--- config.mk ---
export PLATFORM = sky130hd
export DESIGN_NAME = rail_fence_encrypt
export DESIGN_NICKNAME = d
export VERILOG_FILES = /design/src/rtl/rail_fence_encrypt_pkg.sv /design/src/rtl/rail_zigzag_counter.sv /design/src/rtl/rail_fence_encrypt.sv
export SDC_FILE = /design/constraint.sdc
export NUM_CORES = 1
export LEC_CHECK = 0
export ABC_CLOCK_PERIOD_IN_PS = 3230
export BUFFER_PORTS_ARGS = -buffer_cell sky130_fd_sc_hd__buf_2
export CAP_MARGIN = 20
export CORE_ASPECT_RATIO = 0.8
export CORE_MARGIN = 4
export CORE_UTILIZATION = 41
export CTS_BUF_LIST = sky130_fd_sc_hd__clkbuf_8 sky130_fd_sc_hd__clkbuf_16
export DETAILED_ROUTE_END_ITERATION = 8
export PLACE_DENSITY_LB_ADDON = 0.25
export SYNTH_ARGS = -nofsm -noshare
export SYNTH_HDL_FRONTEND = slang
export SYNTH_SLANG_ARGS = --single-unit
export TNS_END_PERCENT = 50
--- constraint.sdc ---
create_clock -name clk -period 3.23 [get_ports clk]
set_input_delay 0.646 -clock clk [delete_from_list [all_inputs] [get_ports clk]]
set_output_delay 0.646 -clock clk [all_outputs]
set_load 0.02 [all_outputs]
--- src/rtl/rail_fence_encrypt_pkg.sv ---
// Shared definitions for the rail-fence encryptor: FSM state encoding and default widths.
package rail_fence_encrypt_pkg;

  localparam int RF_DATA_W = 8;
  localparam int RF_MAX_LEN = 32;
  localparam int RF_KEY_W = 3;

  typedef enum logic [1:0] {
    IDLE = 2'd0,
    LOAD = 2'd1,
    EMIT = 2'd2
  } rf_state_e;

endpackage

--- src/rtl/rail_zigzag_counter.sv ---
// Zigzag rail tracker: walks 0,1..K-1,K-2..1,0,... one step per enable; clr restarts at rail 0 going down.
module rail_zigzag_counter #(
  parameter int KEY_W = 3
) (
  input  logic             clk,
  input  logic             rst,
  input  logic             clr,
  input  logic             en,
  input  logic [KEY_W-1:0] k,
  output logic [KEY_W-1:0] rail
);

  logic [KEY_W-1:0] rail_r;
  logic             dir_up_r;

  // Rail position and direction; the direction turns at rail K-1 and at rail 0.
  always_ff @(posedge clk or posedge rst) begin
    if (rst) begin
      rail_r   <= '0;
      dir_up_r <= 1'b0;
    end else if (clr) begin
      rail_r   <= '0;
      dir_up_r <= 1'b0;
    end else if (en) begin
      if (k <= KEY_W'(1)) begin
        rail_r   <= '0;
        dir_up_r <= 1'b0;
      end else if (!dir_up_r) begin
        if (rail_r == k - KEY_W'(1)) begin
          rail_r   <= rail_r - KEY_W'(1);
          dir_up_r <= 1'b1;
        end else begin
          rail_r <= rail_r + KEY_W'(1);
        end
      end else begin
        if (rail_r == '0) begin
          rail_r   <= rail_r + KEY_W'(1);
          dir_up_r <= 1'b0;
        end else begin
          rail_r <= rail_r - KEY_W'(1);
        end
      end
    end
  end

  assign rail = rail_r;

endmodule

--- src/rtl/rail_fence_encrypt.sv ---
// Rail-fence encryptor: buffers one plaintext message, then streams the ciphertext rail by rail
// through a one-deep registered output stage.
module rail_fence_encrypt
  import rail_fence_encrypt_pkg::*;
#(
  parameter int DATA_W  = RF_DATA_W,
  parameter int MAX_LEN = RF_MAX_LEN,
  parameter int KEY_W   = RF_KEY_W
) (
  input  logic              clk,
  input  logic              rst,
  input  logic [KEY_W-1:0]  key,
  input  logic              in_valid,
  input  logic [DATA_W-1:0] in_data,
  input  logic              in_last,
  output logic              in_ready,
  output logic              out_valid,
  output logic [DATA_W-1:0] out_data,
  output logic              out_last,
  input  logic              out_ready,
  output logic              busy
);

  localparam int PTR_W = $clog2(MAX_LEN);
  localparam int LEN_W = PTR_W + 1;

  rf_state_e         state_r;
  logic [DATA_W-1:0] buf_r [MAX_LEN];
  logic [LEN_W-1:0]  len_r;
  logic [LEN_W-1:0]  issued_r;
  logic [PTR_W-1:0]  pos_r;
  logic [KEY_W-1:0]  pass_r;
  logic [KEY_W-1:0]  k_r;
  logic              in_ready_r;
  logic              out_valid_r;
  logic [DATA_W-1:0] out_data_r;
  logic              out_last_r;
  logic              busy_r;

  logic              in_fire_s;
  logic              out_fire_s;
  logic              scan_s;
  logic              hit_s;
  logic              wrap_s;
  logic              zz_clr_s;
  logic [PTR_W-1:0]  wr_idx_s;
  logic [KEY_W-1:0]  rail_s;

  // Handshakes and scan control; the scan pauses while a presented char is stalled.
  always_comb begin
    in_fire_s  = in_valid && in_ready_r;
    out_fire_s = out_valid_r && out_ready;
    scan_s     = 1'b0;
    hit_s      = 1'b0;
    wrap_s     = 1'b0;
    if ((state_r == EMIT) && !(out_valid_r && !out_ready) && (issued_r != len_r)) begin
      scan_s = 1'b1;
      hit_s  = (rail_s == pass_r);
      wrap_s = (LEN_W'(pos_r) == len_r - LEN_W'(1));
    end else begin
      scan_s = 1'b0;
    end
    zz_clr_s = (state_r != EMIT) || wrap_s;
    if (state_r == IDLE) begin
      wr_idx_s = '0;
    end else begin
      wr_idx_s = len_r[PTR_W-1:0];
    end
  end

  rail_zigzag_counter #(
    .KEY_W(KEY_W)
  ) u_zigzag (
    .clk (clk),
    .rst (rst),
    .clr (zz_clr_s),
    .en  (scan_s),
    .k   (k_r),
    .rail(rail_s)
  );

  // Message storage; contents are only meaningful below len_r, so no reset.
  always_ff @(posedge clk) begin
    if (in_fire_s) begin
      buf_r[wr_idx_s] <= in_data;
    end
  end

  // Main FSM with registered handshake and output signals.
  always_ff @(posedge clk or posedge rst) begin
    if (rst) begin
      state_r     <= IDLE;
      len_r       <= '0;
      issued_r    <= '0;
      pos_r       <= '0;
      pass_r      <= '0;
      k_r         <= KEY_W'(1);
      in_ready_r  <= 1'b1;
      out_valid_r <= 1'b0;
      out_data_r  <= '0;
      out_last_r  <= 1'b0;
      busy_r      <= 1'b0;
    end else begin
      case (state_r)
        IDLE: begin
          issued_r <= '0;
          pos_r    <= '0;
          pass_r   <= '0;
          if (in_fire_s) begin
            k_r    <= (key < KEY_W'(2)) ? KEY_W'(1) : key;
            len_r  <= LEN_W'(1);
            busy_r <= 1'b1;
            if (in_last) begin
              state_r    <= EMIT;
              in_ready_r <= 1'b0;
            end else begin
              state_r <= LOAD;
            end
          end
        end
        LOAD: begin
          if (in_fire_s) begin
            len_r <= len_r + LEN_W'(1);
            // The MAX_LEN-th char closes the message even without in_last.
            if (in_last || (len_r == LEN_W'(MAX_LEN - 1))) begin
              state_r    <= EMIT;
              in_ready_r <= 1'b0;
            end
          end
        end
        EMIT: begin
          if (hit_s) begin
            out_valid_r <= 1'b1;
            out_data_r  <= buf_r[pos_r];
            out_last_r  <= (issued_r + LEN_W'(1) == len_r);
            issued_r    <= issued_r + LEN_W'(1);
          end else if (out_fire_s) begin
            out_valid_r <= 1'b0;
            out_last_r  <= 1'b0;
          end
          if (scan_s) begin
            if (wrap_s) begin
              pos_r  <= '0;
              pass_r <= pass_r + KEY_W'(1);
            end else begin
              pos_r <= pos_r + PTR_W'(1);
            end
          end
          if (out_fire_s && out_last_r) begin
            state_r     <= IDLE;
            busy_r      <= 1'b0;
            in_ready_r  <= 1'b1;
            out_valid_r <= 1'b0;
            out_last_r  <= 1'b0;
          end
        end
        default: begin
          state_r     <= IDLE;
          in_ready_r  <= 1'b1;
          out_valid_r <= 1'b0;
          out_last_r  <= 1'b0;
          busy_r      <= 1'b0;
        end
      endcase
    end
  end

  assign in_ready  = in_ready_r;
  assign out_valid = out_valid_r;
  assign out_data  = out_data_r;
  assign out_last  = out_last_r;
  assign busy      = busy_r;

endmodule
==> flow_summary.yaml <==
outcome:
  status: "finished, final reports clean"
floorplan:
  fp.dieW_um: 203.3
  num_rows: 56
  core-area_um2: 29710
  start_util: 0.4212
  num_io_pins: 28
  die_h_um: 164.3
  dieArea_um2: 33390
logic_synthesis:
  ys_seq_elements: 297
  ys_seq_area_frac: 0.6966
  syn-num-nets: 763
  ys_types: 58
  async_flop_share: 0.1380
  synth_area_um2: 12510
  synth_warnings: 0
  synth_flop_cell: "edfxtp_1"
  synth_edf_count: 256
  syn_avg_cell_area_um2: 16.98
  syn_inst: 737
global_route:
  grt_use_met2: 0.2557
  met1_usage: 0.2600
  gr-total-overflow: 0
  grt_first_pass_wirelength_mm: 43.37
  grt_usage: 0.1719
  busiest_layer: "met1"
  grt_pass1_vias: 6761
  antenna_found_initial: 0
  grt_util_met3: 0.04382
  grt_max_degree: 67
routing:
  drt_iter0_drc: 600
  ant_nets: 0
  drc_errors: 0
  num_vias: 6799
  routed_via_density: 5.600
  dr.pass1.iters: 5
  wl_per_cell_um: 23.52
  wl_mm: 28.56
timing:
  setup_viol: 0
  setup_ws_ns: 0.5214
  relSlewSlack: 0.3730
  hold_viol_final: 0
  fmax_ghz: 0.3692
  hold_ws_ns: 0.3136
  fin_crit_ns: 2.709
  period_share: 0.8386
  fin_setup_tns_ns: 0
  finClkSkew_ns: 0.009121
  tightest_slew_ns: 0.9391
  rsz0062_at_grt: "false"
  slew_violations: 0
critical_path:
  worstPathRequired_ns: 3.41
  r2r_slack_ns: 0.52
  timing.rr.end: "buf_r[30][0]$_DFFE_PP_"
  r2r-start: "state_r[0]$_DFFE_PP0P_"
  reg2reg_depth: 4
  worstSetupStartpointType: "register"
  crit_arrival_ns: 2.89
  path_max_fanout: 18
  crit_path_end_kind: "register"
  crit_type: "register to register"
clock_network:
  cts.sinks: 297
  clk-insertion-delay-late_ns: 0.55
  cts_resized: 0
  cts_setup_buffers: 0
  cts-hold-fix-buffers: 0
  clk_pin_slew_ns: 0.06
  clk_path_buf_depth: 3
  cts_max_level: 1
  tritoncts: "built"
  cts_buffers: 30
  cts_root_buffer: "clkbuf_16"
layout:
  n_fill_cell: 2464
  drive_gt1_frac: 0.2413
  nets: 810
  antenna_cells: 0
  final_area_um2: 14320
  finalCoreUtilization: 0.4819
  syn2layout_area_growth_pct: 14.42
place:
  place_hpwl_mm: 18.20
  portBuffers: 27
  dpl-instance-area_um2: 13250
  gp_congestion: 0.8705
  dp_slack_ns: 0.5297
power:
  max-vdd-ir-drop_uv: 388.1
  p_leak_nw: 4.686
  p_per_area_nw_per_um2: 554.3
hold_path:
  hp-class: "input pin to asynchronous set/reset pin"
flow_run:
  cap_violations: 0
-- per-stage QoR --
step / power [mW] / instances
after floorplan: 4.258 / 737
after global placement: 4.332 / 1158
after detailed placement: 4.335 / 1158
after CTS: 7.999 / 1214
after global routing: 8.181 / 1214
final: 7.935 / 1214
-- area by class of cell --
class / instances / area (um2) / share of cell area
flip-flops and latches: 297 / 8722 / 0.6092
multi-input cells: 372 / 3502 / 0.2446
clock buffers: 31 / 775.7 / 0.05419
well taps: 406 / 508.0 / 0.03548
repair buffers: 63 / 442.9 / 0.03094
clock inverters: 25 / 290.3 / 0.02028
inverters: 20 / 75.07 / 0.005244
-- logic make-up after synthesis --
kind of cell | Yosys count | synth area share
AOI/OAI and AO/OA | 81 | 0.04310
adders and majority gates | 10 | 0.01000
DFF | 297 | 0.6966
and+or+nand+nor | 151 | 0.06030
xor gates and xnor gates | 25 | 0.01750
muxes | 105 | 0.1483
buffers and inverters | 68 | 0.02420
-- cells in the mapped netlist, types with 2 or more instances --
| master | instances | area share |
|---|---|---|
| a211oi_1 | 4 | 0.0024 |
| a21o_1 | 6 | 0.0036 |
| a21oi_1 | 6 | 0.0024 |
| a22o_1 | 3 | 0.0021 |
| a22oi_1 | 16 | 0.0096 |
| a31o_1 | 2 | 0.0014 |
| a31oi_1 | 3 | 0.0015 |
| and2_1 | 3 | 0.0015 |
| and3_1 | 2 | 0.0010 |
| buf_1 | 9 | 0.0027 |
| buf_2 | 17 | 0.0068 |
| buf_4 | 5 | 0.0030 |
| clkbuf_1 | 16 | 0.0048 |
| dfrtp_1 | 39 | 0.078 |
| dfstp_2 | 2 | 0.0042 |
| edfxtp_1 | 256 | 0.61 |
| ha_1 | 10 | 0.010 |
| inv_1 | 20 | 0.0060 |
| mux2_2 | 2 | 0.0018 |
| mux2i_1 | 38 | 0.030 |
| mux4_2 | 64 | 0.12 |
| nand2_1 | 24 | 0.0072 |
| nand3_1 | 35 | 0.014 |
| nand4_1 | 2 | 0.0010 |
| nor2_1 | 51 | 0.015 |
| nor2b_1 | 7 | 0.0035 |
| nor3_1 | 6 | 0.0024 |
| nor3b_1 | 4 | 0.0024 |
| nor4_2 | 2 | 0.0020 |
| o21a_1 | 2 | 0.0012 |
| o21ai_0 | 12 | 0.0048 |
| o21ai_1 | 16 | 0.0064 |
| o31ai_1 | 3 | 0.0018 |
| or2_2 | 2 | 0.0010 |
| or3_1 | 2 | 0.0010 |
| xnor2_1 | 11 | 0.0077 |
| xor2_1 | 14 | 0.0098 |
-- worst max path at each step --
stage / startpoint / end / slack, ns / cells past startpoint
2_1_floorplan: state_r[1]$_DFFE_PP0P_ / buf_r[6][0]$_DFFE_PP_ / 0.97 / 5
3_3_place_gp: in_valid / buf_r[22][0]$_DFFE_PP_ / 0.63 / 5
3_5_place_dp: state_r[0]$_DFFE_PP0P_ / buf_r[22][1]$_DFFE_PP_ / 0.53 / 4
4_1_cts: state_r[0]$_DFFE_PP0P_ / buf_r[22][4]$_DFFE_PP_ / 0.52 / 4
5_1_grt: state_r[0]$_DFFE_PP0P_ / buf_r[30][0]$_DFFE_PP_ / 0.31 / 4
6_report: state_r[0]$_DFFE_PP0P_ / buf_r[30][0]$_DFFE_PP_ / 0.52 / 4
-- sequential cells by signal, indices dropped and copies added, names as in the netlist, 3 cells and up --
signal / cells
buf_r: 256
issued_r: 6
k_r: 3
len_r: 6
out_data: 8
pass_r: 3
pos_r: 5
u_zigzag.rail: 3
-- cell usage in the layout, fill, tap and decap left out, types with 4 or more instances in the layout --
cell type	netlist	layout
o21ai_0	12	12
nor3_1	6	6
a211oi_1	4	4
clkinv_1	0	5
a22oi_1	16	16
a21o_1	6	6
nand2_1	24	24
mux4_2	64	64
ha_1	10	10
a21oi_1	6	6
nor3b_1	4	4
buf_4	5	33
nor2b_1	7	7
mux2i_1	38	38
bufinv_16	0	6
xor2_1	14	14
nand3_1	35	35
xnor2_1	11	11
clkinv_2	0	6
buf_2	17	27
inv_1	20	20
clkbuf_16	0	31
nor2_1	51	51
edfxtp_1	256	256
dfrtp_1	39	36
o21ai_1	16	16
-- worst max-delay path: stages, from the launching register on --
cell and delay [ns]:
dfrtp_1 0.65, nor2_1 0.27, nor2_1 0.24, nand3_1 0.45, nor2_1 0.72
-- routing by layer --
layer | routed length (um) | part of all wire
met5 | 0 | 0
met4 | 485 | 0.017
met1 | 12810 | 0.45
met2 | 12730 | 0.45
met3 | 2532 | 0.089
-- power by group --
group	switching [mW]	leakage (nW)	internal, mW
registers	0	2.80	4.17
clock network	1.46	0.521	2.23
logic	0.0755	1.36	0.00814
Power figures use the tool's default switching activity.
